**src/rtl/alu_pkg.sv**
```systemverilog
// Shared opcode encoding for the alu and its issuer, plus FIFO pointer sizing.
package alu_pkg;

  localparam logic [2:0] OP_ADD  = 3'b000;
  localparam logic [2:0] OP_SUB  = 3'b001;
  localparam logic [2:0] OP_TWOS = 3'b010;
  localparam logic [2:0] OP_AND  = 3'b011;
  localparam logic [2:0] OP_OR   = 3'b100;
  localparam logic [2:0] OP_XOR  = 3'b101;
  localparam logic [2:0] OP_ROL  = 3'b110;
  localparam logic [2:0] OP_ROR  = 3'b111;

  // One extra MSB so full and empty can be told apart without a counter.
  function automatic int unsigned ptr_width(input int unsigned depth);
    return $clog2(depth) + 1;
  endfunction

endpackage

```
**src/rtl/alu_op_issuer_if.sv**
```systemverilog
// Command, alu-side and result signals of the issuer; slave is the issuer's view.
interface alu_op_issuer_if #(
  parameter int unsigned WIDTH = 4,
  parameter int unsigned CNTW  = 8
);
  logic             cmd_valid;
  logic             cmd_ready;
  logic [2:0]       cmd_sel;
  logic [WIDTH-1:0] cmd_a;
  logic [WIDTH-1:0] cmd_b;
  logic [2:0]       alu_sel;
  logic [WIDTH-1:0] alu_a;
  logic [WIDTH-1:0] alu_b;
  logic [WIDTH-1:0] alu_rout;
  logic             alu_ovf;
  logic             res_valid;
  logic             res_ready;
  logic [WIDTH-1:0] res_data;
  logic             res_ovf;
  logic [2:0]       res_sel;
  logic [CNTW-1:0]  op_count;
  logic [CNTW-1:0]  ovf_count;

  modport slave (
    input  cmd_valid, cmd_sel, cmd_a, cmd_b, alu_rout, alu_ovf, res_ready,
    output cmd_ready, alu_sel, alu_a, alu_b, res_valid, res_data, res_ovf, res_sel,
    output op_count, ovf_count
  );

  modport master (
    output cmd_valid, cmd_sel, cmd_a, cmd_b, alu_rout, alu_ovf, res_ready,
    input  cmd_ready, alu_sel, alu_a, alu_b, res_valid, res_data, res_ovf, res_sel,
    input  op_count, ovf_count
  );

endinterface

```
**src/rtl/alu_cmd_fifo.sv**
```systemverilog
// Synchronous command FIFO holding packed {sel, a, b}; push/pop are ignored when full/empty.
module alu_cmd_fifo
  import alu_pkg::*;
#(
  parameter int unsigned WIDTH = 4,
  parameter int unsigned DEPTH = 4
) (
  input  logic                 clk_i,
  input  logic                 rst_ni,
  input  logic                 push_i,
  input  logic [3+2*WIDTH-1:0] data_i,
  input  logic                 pop_i,
  output logic [3+2*WIDTH-1:0] data_o,
  output logic                 full_o,
  output logic                 empty_o
);
  localparam int unsigned DW = 3 + 2 * WIDTH;
  localparam int unsigned PW = ptr_width(DEPTH);
  localparam int unsigned AW = PW - 1;

  logic [DW-1:0] mem_q [DEPTH];
  logic [PW-1:0] wptr_q, wptr_d;
  logic [PW-1:0] rptr_q, rptr_d;
  logic          do_push, do_pop;

  always_comb begin
    empty_o = (wptr_q == rptr_q);
    full_o  = (wptr_q[AW] != rptr_q[AW]) && (wptr_q[AW-1:0] == rptr_q[AW-1:0]);
    do_push = push_i & ~full_o;
    do_pop  = pop_i & ~empty_o;
    // Power-of-two depth makes the natural overflow the modulo-2*DEPTH wrap.
    wptr_d  = wptr_q + PW'(do_push);
    rptr_d  = rptr_q + PW'(do_pop);
    data_o  = mem_q[rptr_q[AW-1:0]];
  end

  always_ff @(posedge clk_i or negedge rst_ni) begin
    if (!rst_ni) begin
      wptr_q <= '0;
      rptr_q <= '0;
    end else begin
      wptr_q <= wptr_d;
      rptr_q <= rptr_d;
    end
  end

  always_ff @(posedge clk_i) begin
    if (do_push) begin
      mem_q[wptr_q[AW-1:0]] <= data_i;
    end
  end

endmodule

```
**src/rtl/alu_op_issuer.sv**
```systemverilog
// Queues alu commands, issues them through registered operands to an external combinational
// alu, and returns results in order on a stallable valid/ready port with saturating counters.
module alu_op_issuer
  import alu_pkg::*;
#(
  parameter int unsigned WIDTH = 4,
  parameter int unsigned DEPTH = 4,
  parameter int unsigned CNTW  = 8
) (
  input logic            clk_i,
  input logic            rst_ni,
  alu_op_issuer_if.slave bus
);
  localparam int unsigned DW = 3 + 2 * WIDTH;
  localparam logic [CNTW-1:0] CntMax = {CNTW{1'b1}};

  logic [DW-1:0]    fifo_rdata;
  logic             fifo_full, fifo_empty;
  logic             res_load, issue_load, res_accept;

  logic             issue_valid_q, issue_valid_d;
  logic [2:0]       alu_sel_q, alu_sel_d;
  logic [WIDTH-1:0] alu_a_q, alu_a_d;
  logic [WIDTH-1:0] alu_b_q, alu_b_d;
  logic             res_valid_q, res_valid_d;
  logic [WIDTH-1:0] res_data_q, res_data_d;
  logic             res_ovf_q, res_ovf_d;
  logic [2:0]       res_sel_q, res_sel_d;
  logic [CNTW-1:0]  op_cnt_q, op_cnt_d;
  logic [CNTW-1:0]  ovf_cnt_q, ovf_cnt_d;

  alu_cmd_fifo #(
    .WIDTH(WIDTH),
    .DEPTH(DEPTH)
  ) u_fifo (
    .clk_i  (clk_i),
    .rst_ni (rst_ni),
    .push_i (bus.cmd_valid),
    .data_i ({bus.cmd_sel, bus.cmd_a, bus.cmd_b}),
    .pop_i  (issue_load),
    .data_o (fifo_rdata),
    .full_o (fifo_full),
    .empty_o(fifo_empty)
  );

  always_comb begin
    res_accept = res_valid_q & bus.res_ready;
    res_load   = issue_valid_q & (~res_valid_q | bus.res_ready);
    issue_load = ~fifo_empty & (~issue_valid_q | res_load);

    issue_valid_d = issue_valid_q;
    alu_sel_d     = alu_sel_q;
    alu_a_d       = alu_a_q;
    alu_b_d       = alu_b_q;
    if (issue_load) begin
      issue_valid_d = 1'b1;
      alu_sel_d     = fifo_rdata[DW-1 -: 3];
      alu_a_d       = fifo_rdata[2*WIDTH-1 -: WIDTH];
      alu_b_d       = fifo_rdata[WIDTH-1:0];
    end else if (res_load) begin
      issue_valid_d = 1'b0;
    end

    // alu output is sampled against the operands held in the issue register.
    res_valid_d = res_valid_q;
    res_data_d  = res_data_q;
    res_ovf_d   = res_ovf_q;
    res_sel_d   = res_sel_q;
    if (res_load) begin
      res_valid_d = 1'b1;
      res_data_d  = bus.alu_rout;
      res_ovf_d   = bus.alu_ovf;
      res_sel_d   = alu_sel_q;
    end else if (bus.res_ready) begin
      res_valid_d = 1'b0;
    end

    op_cnt_d  = op_cnt_q;
    ovf_cnt_d = ovf_cnt_q;
    if (res_accept && op_cnt_q != CntMax) begin
      op_cnt_d = op_cnt_q + CNTW'(1);
    end
    if (res_accept && res_ovf_q && ovf_cnt_q != CntMax) begin
      ovf_cnt_d = ovf_cnt_q + CNTW'(1);
    end
  end

  always_ff @(posedge clk_i or negedge rst_ni) begin
    if (!rst_ni) begin
      issue_valid_q <= 1'b0;
      alu_sel_q     <= '0;
      alu_a_q       <= '0;
      alu_b_q       <= '0;
      res_valid_q   <= 1'b0;
      res_data_q    <= '0;
      res_ovf_q     <= 1'b0;
      res_sel_q     <= '0;
      op_cnt_q      <= '0;
      ovf_cnt_q     <= '0;
    end else begin
      issue_valid_q <= issue_valid_d;
      alu_sel_q     <= alu_sel_d;
      alu_a_q       <= alu_a_d;
      alu_b_q       <= alu_b_d;
      res_valid_q   <= res_valid_d;
      res_data_q    <= res_data_d;
      res_ovf_q     <= res_ovf_d;
      res_sel_q     <= res_sel_d;
      op_cnt_q      <= op_cnt_d;
      ovf_cnt_q     <= ovf_cnt_d;
    end
  end

  assign bus.cmd_ready = ~fifo_full;
  assign bus.alu_sel   = alu_sel_q;
  assign bus.alu_a     = alu_a_q;
  assign bus.alu_b     = alu_b_q;
  assign bus.res_valid = res_valid_q;
  assign bus.res_data  = res_data_q;
  assign bus.res_ovf   = res_ovf_q;
  assign bus.res_sel   = res_sel_q;
  assign bus.op_count  = op_cnt_q;
  assign bus.ovf_count = ovf_cnt_q;

endmodule

```
**src/flat_wrapper.sv**
```systemverilog
// flat-port wrapper written by rule: the top's interface ports become plain ports
module alu_op_issuer_flat import alu_pkg::*;
#(
  parameter int unsigned WIDTH = 4,
  parameter int unsigned DEPTH = 4,
  parameter int unsigned CNTW  = 8
)
  (clk_i, rst_ni, bus_cmd_valid, bus_cmd_sel, bus_cmd_a, bus_cmd_b, bus_alu_rout, bus_alu_ovf, bus_res_ready, bus_cmd_ready, bus_alu_sel, bus_alu_a, bus_alu_b, bus_res_valid, bus_res_data, bus_res_ovf, bus_res_sel, bus_op_count, bus_ovf_count);
  alu_op_issuer_if #(.WIDTH(WIDTH), .CNTW(CNTW)) bus_i ();
  input logic clk_i;
  input logic rst_ni;
  input wire logic [$bits(bus_i.cmd_valid)-1:0] bus_cmd_valid;
  input wire logic [$bits(bus_i.cmd_sel)-1:0] bus_cmd_sel;
  input wire logic [$bits(bus_i.cmd_a)-1:0] bus_cmd_a;
  input wire logic [$bits(bus_i.cmd_b)-1:0] bus_cmd_b;
  input wire logic [$bits(bus_i.alu_rout)-1:0] bus_alu_rout;
  input wire logic [$bits(bus_i.alu_ovf)-1:0] bus_alu_ovf;
  input wire logic [$bits(bus_i.res_ready)-1:0] bus_res_ready;
  output wire logic [$bits(bus_i.cmd_ready)-1:0] bus_cmd_ready;
  output wire logic [$bits(bus_i.alu_sel)-1:0] bus_alu_sel;
  output wire logic [$bits(bus_i.alu_a)-1:0] bus_alu_a;
  output wire logic [$bits(bus_i.alu_b)-1:0] bus_alu_b;
  output wire logic [$bits(bus_i.res_valid)-1:0] bus_res_valid;
  output wire logic [$bits(bus_i.res_data)-1:0] bus_res_data;
  output wire logic [$bits(bus_i.res_ovf)-1:0] bus_res_ovf;
  output wire logic [$bits(bus_i.res_sel)-1:0] bus_res_sel;
  output wire logic [$bits(bus_i.op_count)-1:0] bus_op_count;
  output wire logic [$bits(bus_i.ovf_count)-1:0] bus_ovf_count;
  assign bus_i.cmd_valid = bus_cmd_valid;
  assign bus_i.cmd_sel = bus_cmd_sel;
  assign bus_i.cmd_a = bus_cmd_a;
  assign bus_i.cmd_b = bus_cmd_b;
  assign bus_i.alu_rout = bus_alu_rout;
  assign bus_i.alu_ovf = bus_alu_ovf;
  assign bus_i.res_ready = bus_res_ready;
  assign bus_cmd_ready = bus_i.cmd_ready;
  assign bus_alu_sel = bus_i.alu_sel;
  assign bus_alu_a = bus_i.alu_a;
  assign bus_alu_b = bus_i.alu_b;
  assign bus_res_valid = bus_i.res_valid;
  assign bus_res_data = bus_i.res_data;
  assign bus_res_ovf = bus_i.res_ovf;
  assign bus_res_sel = bus_i.res_sel;
  assign bus_op_count = bus_i.op_count;
  assign bus_ovf_count = bus_i.ovf_count;
  alu_op_issuer #(.WIDTH(WIDTH), .DEPTH(DEPTH), .CNTW(CNTW)) u_core (.clk_i(clk_i), .rst_ni(rst_ni), .bus(bus_i));
endmodule
```
**config.mk**
```make
export PLATFORM = sky130hd
export DESIGN_NAME = alu_op_issuer_flat
export DESIGN_NICKNAME = d
export VERILOG_FILES = /design/src/rtl/alu_pkg.sv /design/src/rtl/alu_op_issuer_if.sv /design/src/rtl/alu_cmd_fifo.sv /design/src/rtl/alu_op_issuer.sv /design/src/flat_wrapper.sv
export SDC_FILE = /design/constraint.sdc
export NUM_CORES = 1
export LEC_CHECK = 0
export ABC_CLOCK_PERIOD_IN_PS = 4500
export BUFFER_PORTS_ARGS = -buffer_cell sky130_fd_sc_hd__buf_2
export CORE_ASPECT_RATIO = 1.2
export CORE_MARGIN = 2
export CORE_UTILIZATION = 38
export CTS_BUF_LIST = sky130_fd_sc_hd__clkbuf_4 sky130_fd_sc_hd__clkbuf_8
export CTS_CLUSTER_DIAMETER = 100
export DETAILED_ROUTE_END_ITERATION = 12
export MAX_ROUTING_LAYER = met4
export PLACE_DENSITY = 0.65
export SLEW_MARGIN = 10
export SYNTH_ARGS = -nofsm -noshare
export SYNTH_HDL_FRONTEND = slang
export SYNTH_SLANG_ARGS = --single-unit
```
**constraint.sdc**
```tcl
create_clock -name clk_i -period 4.5 [get_ports clk_i]
set_clock_uncertainty 0.15 [all_clocks]
set_input_delay 0.45 -clock clk_i [delete_from_list [all_inputs] [get_ports clk_i]]
set_output_delay 0.45 -clock clk_i [all_outputs]
set_load 0.05 [all_outputs]
```
* Yosys cells after proc, flatten, opt, wreduce, memory -nomap -nowiden *
Memories as Yosys holds them, arrays and structs flattened. A register that Yosys moved wholly into a read port is not among the register bits.
Index checks and enable logic that the tools add are counted.

cells by class
  reductions and logical operators = 7
  eq/ne operators = 5
  muxes and demuxes = 6
  add/sub/neg operators = 4
  bitwise gates (word level) = 11

operators by type and width
  cell                                                           number
  8-bit by 1-bit adder with 8-bit output, second input constant  2
  8-bit != test, second input constant                           2
  3-bit by 1-bit adder with 3-bit output                         2
  1-bit 2-to-1 mux                                               6
  1-bit AND                                                      5
  1-bit logical AND                                              4
  1-bit inverter                                                 4
  2-bit nonzero test                                             2
  3-bit equality test                                            1
  2-bit equality test                                            1
  1-bit OR                                                       2
  1-bit logical NOT                                              1
  1-bit != test                                                  1

word-level totals
  logic and storage cells = 43
  memory bits (writable) = 44
  memories kept = 1
  bits in registers = 32
  output and inout bits = 37

memory list
  name                 words  bits a word  read ports  clocked after memory_dff  write ports  RTL line            source
  u_core.u_fifo.mem_q  4      11           1           1                         1            alu_cmd_fifo.sv:21  logic [DW-1:0] mem_q [DEPTH];

* Longest topological paths before layout *
  word-level depth = 7
  gate-level depth with buffers = 7

* Modules after synthesis *
Synthesis repeated with hierarchy kept, for this count alone.

second synthesis, totals
  cell total of the unflattened synthesis = 211
  area total of the unflattened synthesis = 3553.4 µm²

by module, submodules not included
  module         area an instance (µm²)  cells an instance  times used
  alu_cmd_fifo   1988.2                  88                 1
  alu_op_issuer  1565.3                  123                1

* Worst setup path after synthesis *
Ideal clock, no wire load.

  path type = register to register
  start = register u_core.u_fifo.wptr_q[1]
  end = memory u_core.u_fifo.mem_q[2][0] in the netlist's numbering (enable)
  buffers on the path = 0
  period minus slack after synthesis = 2.652 ns
  cell stages (with the launch flop) = 5
  data required time = 3.954 ns
  slack = 1.848 ns
  arrival time = 2.106 ns
  cell sequence = dfrtp_1 -> xnor2_1 -> nand3_1 -> nand2_1 -> nor3b_1

on the way
  longest elaborated chain between the ends = 6

RTL lines
  what                                    RTL line            source
  from (decl)                             alu_cmd_fifo.sv:22  logic [PW-1:0] wptr_q, wptr_d;
  from (signal assigned)                  alu_cmd_fifo.sv:42  wptr_q <= wptr_d;
  2-bit equality test                     alu_cmd_fifo.sv:28  full_o = (wptr_q[AW] != rptr_q[AW]) && (wptr_q[AW-1:0] == rptr_q[AW-1:0]);
  1-bit logical AND                       alu_cmd_fifo.sv:28
  1-bit inverter                          -
  via bus_cmd_ready                       flat_wrapper.sv:19  output wire logic [$bits(bus_i.cmd_ready)-1:0] bus_cmd_ready;
  1-bit AND                               alu_cmd_fifo.sv:29  do_push = push_i & ~full_o;
  1-bit 2-to-1 mux                        alu_cmd_fifo.sv:48  if (do_push) begin
  1-bit 2-to-1 mux (not written as such)  alu_cmd_fifo.sv:49  mem_q[wptr_q[AW-1:0]] <= data_i;
  to (decl)                               alu_cmd_fifo.sv:21

The timed path passes the listed nets, and every way through them passes these cells.

* Final worst setup path *
  start = register u_core.u_fifo.rptr_q[0]
  end = register u_core.u_fifo.rptr_q[2]

on the way
  longest elaborated chain between the ends = 5

RTL lines
  what                                      RTL line                                 source
  from (decl)                               alu_cmd_fifo.sv:23                       logic [PW-1:0] rptr_q, rptr_d;
  from (signal assigned)                    alu_cmd_fifo.sv:43                       rptr_q <= rptr_d;
  3-bit equality test                       alu_cmd_fifo.sv:27                       empty_o = (wptr_q == rptr_q);
  1-bit inverter                            alu_cmd_fifo.sv:30, alu_op_issuer.sv:49
  1-bit AND                                 alu_op_issuer.sv:49                      issue_load = ~fifo_empty & (~issue_valid_q | res_load);
  1-bit AND                                 alu_cmd_fifo.sv:30                       do_pop = pop_i & ~empty_o;
  3-bit by 1-bit adder with 3-bit output *  alu_cmd_fifo.sv:33                       rptr_d = rptr_q + PW'(do_pop);
  via u_core.u_fifo.rptr_d[2]               alu_cmd_fifo.sv:23

Mark *: on every way through the listed nets, which the timed path passes. The rest lies on a longest branch.
A chain may end at the register's enable or synchronous reset.

==> run summary <==
Power spread over the standard cell area amounts to 822 nW/um^2. The shortest period the worst path allows is 2.50 ns, and the data arrival at the endpoint of the critical path is 2.63 ns. The run gives 0 as the number of setup violations in the final report. Kind of start point of the critical path: a flip-flop.

After detailed routing, the average wire length per cell comes to 15.0 um. Data on the critical path is required at its endpoint by 4.63 ns. The maximum number of pins on one net before global-route repair is 44, and the count of H-tree levels built during CTS is 3. Setup repair after global routing left no endpoint under its margin. The post-route core utilization is 46.1%, and the synthesized instance count is 198. The setup fix buffers added after clock tree synthesis is 0, and the vias after detailed routing is 1831. The number of core rows was 38. Summing the sequential cell areas from Yosys gives 68.8% of the chip area. 0 antenna diodes ended up in the layout.

The worst-case reg-to-reg path depth was 6. The cell that appears most often on the critical path is sky130_fd_sc_hd__ha_1. The vertical die dimension works out to 109 um. TritonCTS built the clock tree. The number of storage elements in the synthesis netlist works out to 87. The run gives 61 as the initial detailed-routing violation count. During synthesis, Yosys emitted a total of 0 warnings. The core area was 8990 um^2. The critical-path cell with the highest stage delay is sky130_fd_sc_hd__dfrtp_1. The horizontal die dimension is 91.4 um. The tools report the number of max-slew violations in the final report as 0. In this run the remaining antenna-violating nets after routing total 0.

The highest cell delay on the worst timing path is 0.83 ns, and the number of CTS-inserted buffers is 9. The area after detailed placement was 3900 um^2. The first TritonRoute pass finished after 3 iterations. After layout, the worst setup slack is 2.00 ns. In this run the critical register-to-register path is captured at u_core.u_fifo.rptr_q[2]. In this run the worst setup path terminates at u_core.u_fifo.rptr_q[2]. The worst setup slack after placement is 1.93 ns. The final clock period utilization by the worst path works out to 55.5%. Number of nets in the synthesized netlist: 224.

The critical path starts at u_core.u_fifo.rptr_q[0]. The run gives 1.72 nW as the static leakage power. The critical path endpoint category was a flip-flop. The logs give 87 for the CTS sink count and 2.00 ns for the register-to-register path setup slack. The slew of the pin with the lowest slew margin is 0.986 ns.

The die covers 9960 um^2. Once layout is done, the placed cells without fillers occupy 4140 um^2. In the global route stage, overall resource usage came out at 13.1%. Max-cap violations in this run came to 0. Count of buffers inserted at the top-level ports: 56. For this run, the top clock speed supported by timing is 0.400 GHz. The distinct cell type count after synthesis was 33.

The critical path start-end classification was flip-flop to flip-flop. No sink is reached through more buffers than the 2 on the longest clock path. 57 I/O pins were placed. The design draws 0.00340 W.

In the routed design, unresolved DRC markers number 0. The run gives 1768 as the number of global-route vias before repair. After synthesis, the mean cell area works out to 17.6 um^2. Buffers inserted to repair hold after CTS numbered 0. Detailed placement HPWL: 3.87 mm. The register clock-pin slew on the reported worst setup and hold paths works out to 0.08 ns.

IR analysis of the VDD net gives a maximum drop of 0.000364 V. The first global-routing pass estimated 9.28 mm of wire. At the end of routability-driven placement, the weighted congestion stood at 0.691. The fraction of layout instances using a drive strength above 1 is 40.5%.

After clock tree synthesis, the repair step resized 0 gates. Traced cell by cell, the critical path runs through xnor2_1 > and3b_4 > a21oi_4 > ha_1 > ha_1 > xor2_1. In this run the worst hold path is classified as input port to async pin. The run finished with clean final reports. The worst-case headroom to the max-slew limit is 34.2%. For the number of hold violations in the final report, the log shows 0. For the worst-skew pair, the clock arrives at the later sink with an insertion delay of 0.36 ns. Summed over all layers, the routed wires come to 5.82 mm. The initial utilization of the core area, before any placement, comes to 38.8%.

Clock tree synthesis selected as its root buffer the cell sky130_fd_sc_hd__clkbuf_8. Post-synth design cell area: 3490 um^2. The detailed-route vias per instance is 4.71, and the area growth from synthesis to final layout is 18.8%. In this run the worst path has a maximum fanout of 13.

For the final routed database, the setup TNS stands at 0 ns. Global route total overflow: 0. The logs give 290 for the number of nets in the finished design and 0 for the initial antenna violation count. The worst register-to-register path begins at u_core.u_fifo.rptr_q[0].
-- cells by family (layout without fill, tap and decap cells) --
group / Yosys count / in the layout / share of synthesized area [%]
AO/OA/AOI/OAI: 8 / 8 / 1.90
multiplexers: 34 / 34 / 15.5
adder cells (fa/ha/maj): 6 / 6 / 2.15
flip-flops: 87 / 87 / 68.8
buffers and inverters: 7 / 78 / 1.44
AND/OR/NAND/NOR: 42 / 42 / 6.68
XOR/XNOR: 14 / 14 / 3.52
-- area by class of cell --
cell class	count	area, um^2
fillers	809	4850
flip-flops and latches	87	2400
multi-input cells	104	1040
repair buffers	59	303
well taps	120	150
clock buffers	12	146
clock inverters	4	93.8
inverters	3	11.3
-- synth_stat cells --
library cell	number	share of area, %
sky130_fd_sc_hd__edfxtp_1	44	38
sky130_fd_sc_hd__dfrtp_1	43	31
sky130_fd_sc_hd__mux2_2	12	3.9
sky130_fd_sc_hd__mux4_2	10	6.5
sky130_fd_sc_hd__mux2_4	9	3.9
sky130_fd_sc_hd__nand3_1	9	1.3
sky130_fd_sc_hd__xor2_1	9	2.3
sky130_fd_sc_hd__nand2_1	7	0.75
sky130_fd_sc_hd__and3_1	6	1.1
sky130_fd_sc_hd__ha_1	6	2.2
sky130_fd_sc_hd__nor2_1	6	0.65
sky130_fd_sc_hd__xnor2_1	5	1.3
sky130_fd_sc_hd__a31oi_1	3	0.54
sky130_fd_sc_hd__inv_1	3	0.32
sky130_fd_sc_hd__and4_1	2	0.50
sky130_fd_sc_hd__clkbuf_1	2	0.22
sky130_fd_sc_hd__mux2i_1	2	0.57
sky130_fd_sc_hd__nand2b_1	2	0.36
sky130_fd_sc_hd__nand4_1	2	0.36
sky130_fd_sc_hd__nor3_1	2	0.29
sky130_fd_sc_hd__nor3b_1	2	0.43
sky130_fd_sc_hd__a21oi_1	1	0.14
sky130_fd_sc_hd__a21oi_4	1	0.47
sky130_fd_sc_hd__a41o_1	1	0.29
sky130_fd_sc_hd__a41oi_1	1	0.25
sky130_fd_sc_hd__and2b_2	1	0.25
sky130_fd_sc_hd__and3b_4	1	0.36
sky130_fd_sc_hd__buf_12	1	0.57
sky130_fd_sc_hd__buf_6	1	0.32
sky130_fd_sc_hd__mux4_1	1	0.75
sky130_fd_sc_hd__nor2b_1	1	0.18
sky130_fd_sc_hd__o21a_1	1	0.22
sky130_fd_sc_hd__or2_2	1	0.18
-- critical path, delay by kind of cell (launching register included) --
family | cells | cell delay (ns)
compound gates | 1 | 0.43
xor+xnor | 2 | 0.35
fa+ha+maj | 2 | 0.40
simple gates | 1 | 0.24
flops | 1 | 0.83
-- layout by cell type (no fill, tap or decap) --
cell type	count
sky130_fd_sc_hd__mux2_2	12
sky130_fd_sc_hd__a31oi_1	3
sky130_fd_sc_hd__nor2_1	6
sky130_fd_sc_hd__clkbuf_4	3
sky130_fd_sc_hd__clkinv_1	1
sky130_fd_sc_hd__edfxtp_1	44
sky130_fd_sc_hd__clkbuf_8	9
sky130_fd_sc_hd__a21oi_4	1
sky130_fd_sc_hd__nand2b_1	2
sky130_fd_sc_hd__ha_1	6
sky130_fd_sc_hd__mux4_1	1
sky130_fd_sc_hd__nand2_1	7
sky130_fd_sc_hd__inv_1	3
sky130_fd_sc_hd__mux2_4	9
sky130_fd_sc_hd__o21a_1	1
sky130_fd_sc_hd__xnor2_1	5
sky130_fd_sc_hd__nor3_1	2
sky130_fd_sc_hd__buf_2	56
sky130_fd_sc_hd__and2b_2	1
sky130_fd_sc_hd__xor2_1	9
sky130_fd_sc_hd__and4_1	2
sky130_fd_sc_hd__and3_1	6
sky130_fd_sc_hd__nand4_1	2
sky130_fd_sc_hd__a41o_1	1
sky130_fd_sc_hd__bufinv_16	3
sky130_fd_sc_hd__buf_4	3
sky130_fd_sc_hd__nor3b_1	2
sky130_fd_sc_hd__mux2i_1	2
sky130_fd_sc_hd__and3b_4	1
sky130_fd_sc_hd__a41oi_1	1
sky130_fd_sc_hd__mux4_2	10
sky130_fd_sc_hd__nand3_1	9
sky130_fd_sc_hd__or2_2	1
sky130_fd_sc_hd__dfrtp_1	43
sky130_fd_sc_hd__a21oi_1	1
sky130_fd_sc_hd__nor2b_1	1
-- metal layers --
| layer | vias to the layer above | global-route usage, % | part of all wire (%) |
|---|---|---|---|
| met5 | - | - | 0 |
| met4 | 0 | 7.47 | 2.1 |
| met3 | 12 | 3.73 | 4.5 |
| met2 | 45 | 18.9 | 46 |
| met1 | 896 | 16.7 | 47 |
| li1 | 878 | - | - |
-- worst min path at each step --
stage	from	to	slack (ns)	depth (start not counted)
after floorplan	rst_ni	u_core.bus.alu_a[0]	0.004	0
final	rst_ni	u_core.u_fifo.wptr_q[1]	0.10	1
after global placement	u_core.u_fifo.wptr_q[2]	u_core.u_fifo.wptr_q[2]	0.33	1
after CTS	rst_ni	u_core.bus.alu_sel[2]	0.13	1
after global routing	bus_cmd_a[2]	u_core.u_fifo.mem_q[0][6]	0.13	1
after detailed placement	u_core.u_fifo.wptr_q[2]	u_core.u_fifo.wptr_q[2]	0.33	1
-- registers in the layout, summed over array words and instances, names as in the netlist, 3 cells and up --
signal                flops
u_core.bus.alu_sel        3
u_core.bus.res_data       4
u_core.u_fifo.wptr_q      3
u_core.bus.alu_b          4
u_core.bus.ovf_count      8
u_core.bus.res_sel        3
u_core.u_fifo.rptr_q      3
u_core.u_fifo.mem_q      44
u_core.bus.alu_a          4
u_core.bus.op_count       8
-- power by group --
part	switching, W	internal, W	total, W
clock network	0.000266	0.000386	0.000652
logic	0.000866	0.000533	0.00140
registers	0.000232	0.00112	0.00135
total	0.00136	0.00204	0.00340
-- metrics by stage --
stage	hold slack (ns)	std cells
final	0.100	389
after global routing	0.132	389
after CTS	0.127	389
after detailed placement	0.331	373
after global placement	0.331	373
after floorplan	0.00441	198
Power figures use the tool's default switching activity.
